--- src/rtl/hex_serial_comparator_pkg.sv ---
// Shared types for the digit-serial hex comparator.
// State encoding, result bundle and cascade resolution.
package hex_comp_pkg;

  localparam int DIG_W = 4;

  typedef enum logic [1:0] {
    IDLE,
    SCAN,
    DONE
  } state_t;

  typedef struct packed {
    logic gt;
    logic lt;
    logic eq;
  } cmp_res_t;

  // Tie-break for equal operands; ei wins over li, li over gi.
  function automatic cmp_res_t resolve_cascade(
    input logic ei,
    input logic li,
    input logic gi
  );
    cmp_res_t r;
    r = '0;
    if (ei) begin
      r.eq = 1'b1;
    end else if (li) begin
      r.lt = 1'b1;
    end else if (gi) begin
      r.gt = 1'b1;
    end else begin
      r.eq = 1'b1;
    end
    return r;
  endfunction

endpackage

--- src/rtl/hex_serial_comparator_if.sv ---
// Request/result bundle for the serial comparator.
// master drives the request, slave returns status and result.
interface hex_serial_comparator_if #(
  parameter int WIDTH = 16
);

  logic             start;
  logic [WIDTH-1:0] a;
  logic [WIDTH-1:0] b;
  logic             ei;
  logic             li;
  logic             gi;
  logic             busy;
  logic             done;
  logic             gt;
  logic             lt;
  logic             eq;

  modport master (
    output start, a, b, ei, li, gi,
    input  busy, done, gt, lt, eq
  );

  modport slave (
    input  start, a, b, ei, li, gi,
    output busy, done, gt, lt, eq
  );

endinterface

--- src/rtl/hex_serial_comparator_nibble_cmp.sv ---
// Combinational 4-bit digit comparator.
// signed_msb flips bit 3 so the MSB digit orders as two's complement.
module nibble_cmp
  import hex_comp_pkg::*;
(
  input  logic [DIG_W-1:0] a_dig,
  input  logic [DIG_W-1:0] b_dig,
  input  logic             signed_msb,
  output logic             gt,
  output logic             lt
);

  logic [DIG_W-1:0] a_x;
  logic [DIG_W-1:0] b_x;

  // Bias the sign bit, then a plain unsigned compare does the rest.
  always_comb begin
    a_x = {a_dig[DIG_W-1] ^ signed_msb, a_dig[DIG_W-2:0]};
    b_x = {b_dig[DIG_W-1] ^ signed_msb, b_dig[DIG_W-2:0]};
    gt  = (a_x > b_x);
    lt  = (a_x < b_x);
  end

endmodule

--- src/rtl/hex_serial_comparator.sv ---
// Digit-serial hex magnitude comparator, MSB digit first.
// Define HEX_COMP_SIGNED_EN for two's-complement operands.
module hex_serial_comparator
  import hex_comp_pkg::*;
#(
  parameter int WIDTH = 16
) (
  input logic                     clk,
  input logic                     rst,
  hex_serial_comparator_if.slave  bus
);

  localparam int NDIG  = WIDTH / DIG_W;
  localparam int IDX_W = (NDIG > 1) ? $clog2(NDIG) : 1;
  localparam logic [IDX_W-1:0] IDX_TOP = IDX_W'(NDIG - 1);

  state_t                     state_q, state_d;
  logic [IDX_W-1:0]           idx_q, idx_d;
  logic [WIDTH-1:0]           a_q, a_d;
  logic [WIDTH-1:0]           b_q, b_d;
  logic                       ei_q, ei_d;
  logic                       li_q, li_d;
  logic                       gi_q, gi_d;
  logic                       busy_q, busy_d;
  logic                       done_q, done_d;
  cmp_res_t                   res_q, res_d;

  logic [NDIG-1:0][DIG_W-1:0] a_digs;
  logic [NDIG-1:0][DIG_W-1:0] b_digs;
  logic [DIG_W-1:0]           a_dig;
  logic [DIG_W-1:0]           b_dig;
  logic                       signed_msb;
  logic                       dig_gt;
  logic                       dig_lt;

  // Select the digit under the scan pointer.
  always_comb begin
    a_digs = a_q;
    b_digs = b_q;
    a_dig  = a_digs[idx_q];
    b_dig  = b_digs[idx_q];
`ifdef HEX_COMP_SIGNED_EN
    signed_msb = (idx_q == IDX_TOP);
`else
    signed_msb = 1'b0;
`endif
  end

  nibble_cmp u_nib (
    .a_dig      (a_dig),
    .b_dig      (b_dig),
    .signed_msb (signed_msb),
    .gt         (dig_gt),
    .lt         (dig_lt)
  );

  // Next-state and registered-output logic of the scan FSM.
  always_comb begin
    state_d = state_q;
    idx_d   = idx_q;
    a_d     = a_q;
    b_d     = b_q;
    ei_d    = ei_q;
    li_d    = li_q;
    gi_d    = gi_q;
    busy_d  = busy_q;
    done_d  = 1'b0;
    res_d   = res_q;
    unique case (state_q)
      IDLE: begin
        if (bus.start) begin
          a_d     = bus.a;
          b_d     = bus.b;
          ei_d    = bus.ei;
          li_d    = bus.li;
          gi_d    = bus.gi;
          idx_d   = IDX_TOP;
          res_d   = '0;
          busy_d  = 1'b1;
          state_d = SCAN;
        end
      end
      SCAN: begin
        unique case (1'b1)
          dig_gt: begin
            res_d   = '{gt: 1'b1, lt: 1'b0, eq: 1'b0};
            done_d  = 1'b1;
            state_d = DONE;
          end
          dig_lt: begin
            res_d   = '{gt: 1'b0, lt: 1'b1, eq: 1'b0};
            done_d  = 1'b1;
            state_d = DONE;
          end
          default: begin
            if (idx_q != '0) begin
              idx_d = idx_q - IDX_W'(1);
            end else begin
              res_d   = resolve_cascade(ei_q, li_q, gi_q);
              done_d  = 1'b1;
              state_d = DONE;
            end
          end
        endcase
      end
      DONE: begin
        busy_d  = 1'b0;
        idx_d   = IDX_TOP;
        state_d = IDLE;
      end
      default: begin
        busy_d  = 1'b0;
        state_d = IDLE;
      end
    endcase
  end

  // State and datapath registers; reset aborts any compare.
  always_ff @(posedge clk or posedge rst) begin
    if (rst) begin
      state_q <= IDLE;
      idx_q   <= IDX_TOP;
      a_q     <= '0;
      b_q     <= '0;
      ei_q    <= 1'b0;
      li_q    <= 1'b0;
      gi_q    <= 1'b0;
      busy_q  <= 1'b0;
      done_q  <= 1'b0;
      res_q   <= '0;
    end else begin
      state_q <= state_d;
      idx_q   <= idx_d;
      a_q     <= a_d;
      b_q     <= b_d;
      ei_q    <= ei_d;
      li_q    <= li_d;
      gi_q    <= gi_d;
      busy_q  <= busy_d;
      done_q  <= done_d;
      res_q   <= res_d;
    end
  end

  assign bus.busy = busy_q;
  assign bus.done = done_q;
  assign bus.gt   = res_q.gt;
  assign bus.lt   = res_q.lt;
  assign bus.eq   = res_q.eq;

endmodule

--- src/flat_wrapper.sv ---
// flat-port wrapper written by rule: the top's interface ports become plain ports
module hex_serial_comparator_flat import hex_comp_pkg::*;
#(
  parameter int WIDTH = 16
)
  (clk, rst, bus_start, bus_a, bus_b, bus_ei, bus_li, bus_gi, bus_busy, bus_done, bus_gt, bus_lt, bus_eq);
  hex_serial_comparator_if #(.WIDTH(WIDTH)) bus_i ();
  input logic clk;
  input logic rst;
  input wire logic [$bits(bus_i.start)-1:0] bus_start;
  input wire logic [$bits(bus_i.a)-1:0] bus_a;
  input wire logic [$bits(bus_i.b)-1:0] bus_b;
  input wire logic [$bits(bus_i.ei)-1:0] bus_ei;
  input wire logic [$bits(bus_i.li)-1:0] bus_li;
  input wire logic [$bits(bus_i.gi)-1:0] bus_gi;
  output wire logic [$bits(bus_i.busy)-1:0] bus_busy;
  output wire logic [$bits(bus_i.done)-1:0] bus_done;
  output wire logic [$bits(bus_i.gt)-1:0] bus_gt;
  output wire logic [$bits(bus_i.lt)-1:0] bus_lt;
  output wire logic [$bits(bus_i.eq)-1:0] bus_eq;
  assign bus_i.start = bus_start;
  assign bus_i.a = bus_a;
  assign bus_i.b = bus_b;
  assign bus_i.ei = bus_ei;
  assign bus_i.li = bus_li;
  assign bus_i.gi = bus_gi;
  assign bus_busy = bus_i.busy;
  assign bus_done = bus_i.done;
  assign bus_gt = bus_i.gt;
  assign bus_lt = bus_i.lt;
  assign bus_eq = bus_i.eq;
  hex_serial_comparator #(.WIDTH(WIDTH)) u_core (.clk(clk), .rst(rst), .bus(bus_i));
endmodule
--- config.mk ---
export PLATFORM = sky130hd
export DESIGN_NAME = hex_serial_comparator_flat
export DESIGN_NICKNAME = d
export VERILOG_FILES = /design/src/rtl/hex_serial_comparator_pkg.sv /design/src/rtl/hex_serial_comparator_if.sv /design/src/rtl/hex_serial_comparator_nibble_cmp.sv /design/src/rtl/hex_serial_comparator.sv /design/src/flat_wrapper.sv
export SDC_FILE = /design/constraint.sdc
export NUM_CORES = 1
export LEC_CHECK = 0
export CORE_UTILIZATION = 42
export DETAILED_ROUTE_END_ITERATION = 8
export PLACE_DENSITY = 0.76
export SLEW_MARGIN = 10
export SYNTH_ARGS = -nofsm -noshare
export SYNTH_HDL_FRONTEND = slang
export SYNTH_SLANG_ARGS = --single-unit
--- constraint.sdc ---
create_clock -name clk -period 2.6 [get_ports clk]
set_input_delay 0.26 -clock clk [delete_from_list [all_inputs] [get_ports clk]]
set_output_delay 0.26 -clock clk [all_outputs]
set_load 0.02 [all_outputs]
==> results of run 1 <==
## placed cells by master (no fill, tap or decap), types with 2 or more instances in the layout
master / count
clkdlybuf4s50_1: 42
dfrtp_1: 42
mux2_4: 28
inv_1: 9
mux4_2: 8
mux2_2: 7
nor2_1: 6
ha_1: 5
clkbuf_8: 5
a21o_1: 3
o21ai_0: 2
o211ai_1: 2
buf_4: 2
## timing repair
action,4_1_cts,5_1_grt
gates resized for setup,0,1
setup endpoints to repair,0,3
hold endpoints to repair,0,0
## power groups by stage
stage	sequential, mW	combinational [mW]	clock [mW]
floorplan	1.17	1.10	0
global placement	1.25	1.25	0
detailed placement	1.26	1.33	0
CTS	1.25	1.33	0.526
global route	1.30	1.43	0.554
finish	1.25	1.33	0.513
## synthesized netlist by cell type
library cell | number | area (um2)
a21o_1 | 3 | 22.5
a21oi_1 | 1 | 5.00
a22o_1 | 1 | 8.76
a22oi_1 | 1 | 7.51
and2b_2 | 1 | 8.76
and4_2 | 1 | 10.0
buf_12 | 3 | 60.1
buf_2 | 2 | 10.0
buf_6 | 1 | 11.3
dfrtp_1 | 42 | 1050
dfstp_2 | 2 | 52.6
ha_1 | 5 | 62.6
inv_1 | 9 | 33.8
mux2_2 | 7 | 78.8
mux2_4 | 28 | 420
mux2i_1 | 1 | 10.0
mux4_2 | 8 | 180
nand2_1 | 1 | 3.75
nand2b_1 | 1 | 6.26
nand3_1 | 1 | 5.00
nand3b_1 | 1 | 7.51
nand4bb_1 | 1 | 11.3
nor2_1 | 6 | 22.5
nor2b_1 | 1 | 6.26
nor3_2 | 1 | 10.0
nor3b_2 | 1 | 12.5
o211ai_1 | 2 | 15.0
o21ai_0 | 2 | 10.0
o221ai_1 | 1 | 8.76
o2bb2ai_1 | 1 | 8.76
o31ai_1 | 1 | 7.51
o31ai_2 | 1 | 12.5
o31ai_4 | 1 | 21.3
or2_1 | 1 | 6.26
## per-stage QoR
stage	util, %	setup slack (ns)	instances	hold WS, ns	area [um2]
after floorplan	-	0.204	140	0.408	2210
after global placement	52.7	0.174	249	0.466	2680
after detailed placement	52.7	0.0896	249	0.472	2680
after CTS	54.9	0.0909	257	0.415	2790
after global routing	55.0	0.0232	257	0.456	2790
final	55.0	0.101	257	0.399	2790
## worst paths after layout
check | depth (start not counted) | end | from
max | 6 | u_core.bus.gt | u_core.idx_q[0]
min in group clk | 1 | u_core.bus.busy | u_core.bus.busy
min | 3 | u_core.b_digs[4] | rst
max in group asynchronous | 3 | u_core.idx_q[1] | rst
min reg2reg | 1 | u_core.bus.busy | u_core.bus.busy
max reg2reg | 6 | u_core.bus.gt | u_core.idx_q[0]
## per-layer routing
| layer | up-vias | share of wire, % | routed length (um) |
|---|---|---|---|
| met1 | 654 | 40 | 1680 |
| met5 | - | 0 | 0 |
| met4 | 0 | 2.3 | 95 |
| li1 | 602 | - | - |
| met3 | 12 | 3.4 | 140 |
| met2 | 38 | 54 | 2250 |
## critical path, delay by kind of cell (launching register included)
kind | cells | cell delay, ns
AO/OA/AOI/OAI | 3 | 0.66
adder cells (fa/ha/maj) | 1 | 0.32
flip-flops | 1 | 0.71
multiplexers | 1 | 0.53
AND/OR/NAND/NOR | 1 | 0.17
## registers in the layout (all words and copies together) (netlist names)
signal,flops
u_core.idx_q,2
u_core.state_q,2
u_core.bus.gt,1
u_core.bus.eq,1
u_core.bus.lt,1
u_core.b_digs,16
u_core.ei_q,1
u_core.bus.busy,1
u_core.li_q,1
u_core.bus.done,1
u_core.gi_q,1
u_core.a_digs,16
## cells by family after synthesis
| group | synth area share (%) |
|---|---|
| muxes | 31.2 |
| and+or+nand+nor | 4.99 |
| buffers and inverters | 5.21 |
| AOI/OAI and AO/OA | 5.78 |
| adders and majority gates | 2.83 |
| DFF | 50.0 |
## final cells by class
cell class / instances / area (um2)
fill: 427 / 2280
sequential: 44 / 1110
multi-input combinational: 81 / 996
timing repair buffer: 45 / 455
tap: 70 / 87.6
clock buffer: 5 / 68.8
clock inverter: 3 / 42.5
inverter: 9 / 33.8
==> flow_metrics.py, run 1 <==
metrics = {
    "global_route": {
        "grt_antenna_before_repair": 0,
        "groute.layer.met1.usage_pct": 20.5,
        "first_global_vias": 1389,
        "grt_start_max_net_pins": 45,
        "grt.overflow.total": 0,
        "grt_use_total_pct": 16.9,
        "gr-usage-met2_pct": 29.7,
        "grt_use_met3_pct": 3.25,
        "top_usage_layer": "met2",
        "grt_pass1_wl_um": 6780,
    },
    "sta": {
        "worst_slew_pin_slew_ns": 0.548,
        "setup_viol": 0,
        "achievable_frequency_ghz": 0.400,
        "finalCritPeriodShare_pct": 96.1,
        "timing.final.hold_violations": 0,
        "rsz0062_at_grt": "false",
        "worst_slew_margin_rel_pct": 63.5,
        "clock-skew-final_ns": 0.00393,
        "maxSlewViolCount": 0,
        "min_period_ns": 2.50,
        "setup-tns-final_ns": 0,
    },
    "floorplan": {
        "dieWidth_um": 74.5,
        "rows": 26,
        "floorplan.die_area_um2": 5550,
        "initial_core_util_pct": 43.5,
        "die-height_um": 74.5,
        "coreArea_um2": 5070,
        "io_pins": 43,
    },
    "clock_tree": {
        "cts-buffers-inserted": 5,
        "cts_sinks": 44,
        "cts.root.buffer_cell": "clkbuf_8",
        "clk_latency_ns": 0.29,
        "clk_pin_slew_ns": 0.08,
        "hold_buffers": 0,
        "cts.path.max_buffers": 2,
        "tritoncts": "done",
        "post_cts_buffers": 0,
        "cts-htree-levels": 2,
    },
    "power_and_ir_drop": {
        "switch_pwr_uw": 979,
        "power.share.switching_pct": 31.6,
        "clockPowerShare_pct": 16.6,
        "p_comb_share_pct": 43.0,
        "internal_power_mw": 2.12,
        "power_density_nw_per_um2": 1110,
        "power_frac_seq_pct": 40.4,
        "leakage_power_total_nw": 1.24,
        "max-vdd-ir-drop_mv": 0.435,
        "total_power_mw": 3.10,
    },
    "detailed_routing": {
        "wl_um": 4160,
        "first_iter_violations": 24,
        "dr_total_vias": 1306,
        "ant_nets": 0,
        "vias_per_cell": 5.08,
        "drtPass1Iterations": 5,
        "wire_per_inst_um": 16.2,
        "detail_route.drc_violations": 0,
    },
    "synthesis": {
        "synthesized_net_count": 183,
        "synth.yosys.seq_area_share_pct": 50.0,
        "synth.cell_area_um2": 2210,
        "synthCells": 140,
        "synth_warnings": 0,
        "yosys_register_bits": 44,
        "syn_area_per_cell_um2": 15.8,
        "ys_types": 34,
    },
    "setup_path": {
        "crit_arrival_ns": 2.68,
        "crit_path_max_incr_delay_ns": 0.71,
        "worst_ep_required_time_ns": 2.78,
        "worstPathCellList": "mux4_2 > ha_1 > nor2b_1 > o31ai_4 > o31ai_2 > a22o_1",
        "crit_slowest_cell": "dfstp_4",
        "worstSetupStartpointType": "flop",
        "end_kind": "flop",
        "crit_type": "flop to flop",
        "timing.critical_path.fanout_max": 9,
        "r2r_setup_slk_ns": 0.10,
    },
    "flow_run": {
        "max-cap-violations": 0,
    },
    "cells_and_area": {
        "count_of_nets_after_finishing": 229,
        "diodes": 0,
        "area_growth_syn_to_layout_pct": 26.4,
        "post_route_cells_drive_above_1_share_pct": 33.2,
    },
    "placement": {
        "dp.final_hpwl_um": 3170,
        "gp_routability_congestion": 0.922,
        "portBuffers": 42,
    },
    "worst_hold_path": {
        "type_of_the_worst_min_delay_path": "input port to async pin",
    },
    "run_status": {
        "run_status": "finished clean",
    },
}
(Power assumes the default switching activity.)
==> inputs of run 2 (changes only) <==
Settings changed: CORE_UTILIZATION 42 to 35, PLACE_DENSITY 0.76 to 0.67.
==> run 2 against run 1 <==
  * Setup slack improved by 0.012 ns
  * Critical path depth stayed put
  * Fmax is 0.50% higher
  * Global-route usage down 3.4 points
  * Clock power shrank 12%
==> flow_metrics.py, run 2 (synthesis results as in run 1) <==
metrics = {
    "setup_path": {
        "worstRegToRegCells": 6,
        "r2r_setup_slk_ns": 0.11,
        "regToRegStartpoint": "u_core.idx_q[0]",
        "worstSetupStartpointType": "flop",
        "worst_ep_required_time_ns": 2.79,
        "timing.critical_path.fanout_max": 9,
        "critPathLaunch": "u_core.idx_q[0]",
        "end_kind": "flop",
        "timing.critical_path.to": "u_core.state_q[0]",
        "regToRegEndpoint": "u_core.state_q[0]",
        "crit_type": "flop to flop",
        "crit_arrival_ns": 2.67,
    },
    "global_route": {
        "grt.overflow.total": 0,
        "grt_pass1_wl_um": 6680,
        "grt_start_max_net_pins": 31,
        "grt_antenna_before_repair": 0,
        "grt_use_total_pct": 13.5,
        "first_global_vias": 1377,
    },
    "flow_run": {
        "max-cap-violations": 0,
    },
    "sta": {
        "min_period_ns": 2.49,
        "timing.final.hold_violations": 0,
        "worst_slew_pin_slew_ns": 0.528,
        "worst_slew_margin_rel_pct": 64.6,
        "finalCritPeriodShare_pct": 95.6,
        "maxSlewViolCount": 0,
        "setup-tns-final_ns": 0,
        "setup_viol": 0,
        "clock-skew-final_ns": 0.0115,
        "rsz0062_at_grt": "false",
        "achievable_frequency_ghz": 0.402,
    },
    "detailed_routing": {
        "wl_um": 3960,
        "detail_route.drc_violations": 0,
        "vias_per_cell": 4.89,
        "ant_nets": 0,
        "wire_per_inst_um": 15.1,
        "dr_total_vias": 1287,
        "first_iter_violations": 61,
        "drtPass1Iterations": 4,
    },
    "clock_tree": {
        "clk_pin_slew_ns": 0.09,
        "cts.path.max_buffers": 2,
        "cts-htree-levels": 2,
        "hold_buffers": 0,
        "postCtsResizedCells": 0,
        "clk_latency_ns": 0.29,
        "cts_sinks": 44,
        "tritoncts": "done",
        "cts.root.buffer_cell": "clkbuf_8",
        "post_cts_buffers": 0,
        "cts-buffers-inserted": 5,
    },
    "cells_and_area": {
        "num-fill-cells": 522,
        "fin_cells": 263,
        "layout.cells.most_common_list": "clkdlybuf4s50_1, dfrtp_1, mux2_4, inv_1, mux4_2",
        "area_growth_syn_to_layout_pct": 26.2,
        "finish.utilization_pct": 46.5,
        "diodes": 0,
        "final-seq-area_um2": 1110,
        "post_route_cells_drive_above_1_share_pct": 33.0,
        "multiInputGateArea_um2": 996,
        "count_of_nets_after_finishing": 230,
    },
    "floorplan": {
        "io_pins": 43,
        "floorplan.die_area_um2": 6630,
        "rows": 28,
        "dieWidth_um": 81.4,
        "initial_core_util_pct": 36.9,
        "coreArea_um2": 5990,
        "die-height_um": 81.4,
    },
    "worst_hold_path": {
        "type_of_the_worst_min_delay_path": "input port to async pin",
    },
    "run_status": {
        "run_status": "finished clean",
    },
    "placement": {
        "gp_routability_congestion": 0.757,
        "placed_cells_incl_taps": 255,
        "portBuffers": 42,
        "dp.final_hpwl_um": 2950,
    },
    "power_and_ir_drop": {
        "power_density_nw_per_um2": 1080,
        "leakage_power_total_nw": 1.23,
        "total_power_mw": 3.00,
        "max-vdd-ir-drop_mv": 0.412,
    },
}
## run 2: metrics by stage
step / cell area (um2) / setup WS, ns / hold WS [ns]
after global placement: 2690 / 0.166 / 0.474
after detailed placement: 2690 / 0.110 / 0.488
after floorplan: 2210 / 0.204 / 0.408
after global routing: 2790 / 0.0206 / 0.262
final: 2790 / 0.113 / 0.238
after CTS: 2780 / 0.0977 / 0.248
## run 2: layout make-up
class / count / share of cell area, %
clock buffers: 7 / 3.10
repair buffers: 46 / 16.6
inverters: 9 / 1.21
clock inverters: 1 / 0.269
well taps: 75 / 3.37
flip-flops and latches: 44 / 39.7
multi-input cells: 81 / 35.7
## run 2: routing by layer
layer | routed length [um] | part of all wire [%] | global-route usage [%] | vias to the layer above
met5 | 0 | 0 | 0 | -
met4 | 29 | 0.73 | 3.75 | 0
met3 | 167 | 4.2 | 3.67 | 4
met2 | 1890 | 48 | 20.8 | 32
met1 | 1870 | 47 | 18.6 | 644
li1 | - | - | - | 607
## run 2: power by group
part	internal (mW)	total [mW]	switching [mW]
logic	0.825	1.30	0.478
clock network	0.216	0.449	0.233
registers	1.01	1.25	0.240
## run 2: worst min path at each step
stage               startpoint           endpoint  slack [ns]  cells after the start
2_1_floorplan         bus_a[0]   u_core.a_digs[0]        0.41                      1
3_3_place_gp   u_core.bus.busy    u_core.bus.busy        0.47                      1
3_5_place_dp   u_core.bus.busy    u_core.bus.busy        0.49                      1
4_1_cts                    rst      u_core.bus.gt        0.25                      2
5_1_grt                    rst      u_core.bus.gt        0.26                      2
6_report                   rst  u_core.state_q[1]        0.24                      2
## run 2: critical path, cell delays in order (launching register included)
cell	delay (ns)
dfstp_4	0.71
mux4_2	0.51
ha_1	0.33
nor2b_1	0.18
o31ai_4	0.35
nor3_2	0.09
or2_1	0.21
==> inputs of run 3 (changes only) <==
Settings changed: CORE_MARGIN set to 2.
==> run 3 against run 2 <==
  * Cell count grew 0.38%
  * Combinational power is essentially flat
  * Cell area grew 0.31%
  * Sequential share of layout area shrank 0.26 points
  * Critical path depth is the same
  * Via count shrank 2.3%
  * Register-to-register slack gained 0.07 ns
  * Hold slack gained 0.16 ns
  * Core utilization shrank 0.13 points
  * Sequential power is essentially flat
  * Non-clock buffer count grew 1
  * Wire length shrank 0.76%
==> flow_metrics.py, run 3 (synthesis results as in run 1) <==
metrics = {
    "setup_path": {
        "worst_ep_required_time_ns": 2.79,
        "worstRegToRegCells": 6,
        "regToRegEndpoint": "u_core.state_q[0]",
        "regToRegStartpoint": "u_core.idx_q[0]",
        "r2r_setup_slk_ns": 0.19,
        "timing.critical_path.fanout_max": 6,
        "worstSetupStartpointType": "flop",
        "end_kind": "flop",
        "critPathLaunch": "u_core.idx_q[0]",
        "crit_arrival_ns": 2.60,
        "crit_type": "flop to flop",
        "timing.critical_path.to": "u_core.state_q[0]",
    },
    "global_route": {
        "grt_use_total_pct": 11.9,
        "grt.overflow.total": 0,
        "first_global_vias": 1323,
        "grt_antenna_before_repair": 0,
        "grt_start_max_net_pins": 45,
        "grt_pass1_wl_um": 6600,
    },
    "clock_tree": {
        "clk_latency_ns": 0.29,
        "post_cts_buffers": 0,
        "postCtsResizedCells": 0,
        "hold_buffers": 0,
        "tritoncts": "done",
        "cts-htree-levels": 2,
        "cts_sinks": 44,
        "clk_pin_slew_ns": 0.09,
        "cts-buffers-inserted": 5,
        "cts.path.max_buffers": 2,
        "cts.root.buffer_cell": "clkbuf_8",
    },
    "detailed_routing": {
        "vias_per_cell": 4.77,
        "dr_total_vias": 1258,
        "detail_route.drc_violations": 0,
        "wl_um": 3930,
        "ant_nets": 0,
        "first_iter_violations": 53,
        "wire_per_inst_um": 14.9,
        "drtPass1Iterations": 4,
    },
    "floorplan": {
        "floorplan.die_area_um2": 6960,
        "coreArea_um2": 6030,
        "io_pins": 43,
        "initial_core_util_pct": 36.6,
        "dieWidth_um": 83.4,
        "rows": 28,
        "die-height_um": 83.4,
    },
    "placement": {
        "placed_cells_incl_taps": 256,
        "pre_cts_ws_ns": 0.186,
        "gp_routability_congestion": 0.876,
        "post_dp_cell_area_um2": 2690,
        "dp.final_hpwl_um": 2990,
        "portBuffers": 42,
    },
    "sta": {
        "rsz0062_at_grt": "false",
        "clock-skew-final_ns": 0.00736,
        "worst_slew_pin_slew_ns": 0.550,
        "min_period_ns": 2.41,
        "achievable_frequency_ghz": 0.414,
        "setup_slack_ns": 0.185,
        "setup_viol": 0,
        "setup-tns-final_ns": 0,
        "finalCritPeriodShare_pct": 92.9,
        "hold_ws_ns": 0.393,
        "worst_slew_margin_rel_pct": 63.3,
        "timing.final.hold_violations": 0,
        "maxSlewViolCount": 0,
    },
    "power_and_ir_drop": {
        "clockPowerShare_pct": 16.9,
        "switch_pwr_uw": 940,
        "leakage_power_total_nw": 1.24,
        "power_density_nw_per_um2": 1090,
        "p_comb_share_pct": 42.3,
        "power_frac_seq_pct": 40.8,
        "max-vdd-ir-drop_mv": 0.411,
        "internal_power_mw": 2.11,
        "total_power_mw": 3.05,
        "power.share.switching_pct": 30.8,
    },
    "run_status": {
        "run_status": "finished clean",
    },
    "cells_and_area": {
        "diodes": 0,
        "fin_cells": 264,
        "count_of_nets_after_finishing": 231,
        "area_growth_syn_to_layout_pct": 26.6,
        "finish.utilization_pct": 46.4,
        "stdcell_area_um2": 2800,
        "layout.cells.most_common_list": "clkdlybuf4s50_1, dfrtp_1, mux2_4, inv_1, mux4_2",
        "post_route_cells_drive_above_1_share_pct": 33.9,
    },
    "worst_hold_path": {
        "type_of_the_worst_min_delay_path": "input port to async pin",
    },
    "flow_run": {
        "max-cap-violations": 0,
    },
}
## run 3: layout make-up
class                           instances  area [um2]
Clock buffer                            5        68.8
Clock inverter                          3        42.5
Fill cell                             554        3230
Inverter                                9        33.8
Multi-Input combinational cell         81         996
Sequential cell                        44        1100
Tap cell                               75        93.8
Timing Repair Buffer                   47         458
## run 3: metal layers
metal | track usage (%) | routed length, um
met1 | 17.0 | 1930
met2 | 17.4 | 1820
met3 | 3.98 | 166
met4 | 3.08 | 12
met5 | 0 | 0
## run 3: worst max-delay path: stages (launching register included)
cell and delay [ns]:
dfstp_2 0.64, mux4_2 0.53, ha_1 0.32, nor2b_1 0.17, o31ai_4 0.34, nor3_2 0.10
or2_1 0.21
## run 3: worst min path at each step
stage,to,slack (ns),startpoint
finish,u_core.bus.eq,0.39,rst
global route,u_core.bus.gt,0.45,rst
CTS,u_core.bus.eq,0.42,rst
detailed placement,u_core.bus.busy,0.47,u_core.bus.busy
global placement,u_core.bus.busy,0.47,u_core.bus.busy
floorplan,u_core.a_digs[0],0.41,bus_a[0]
## run 3: power by group through the flow
stage / combinational [mW] / sequential [mW] / clock [mW]
global placement: 1.27 / 1.26 / 0
global route: 1.40 / 1.28 / 0.575
floorplan: 1.10 / 1.17 / 0
finish: 1.29 / 1.24 / 0.516
detailed placement: 1.30 / 1.26 / 0
CTS: 1.31 / 1.25 / 0.538
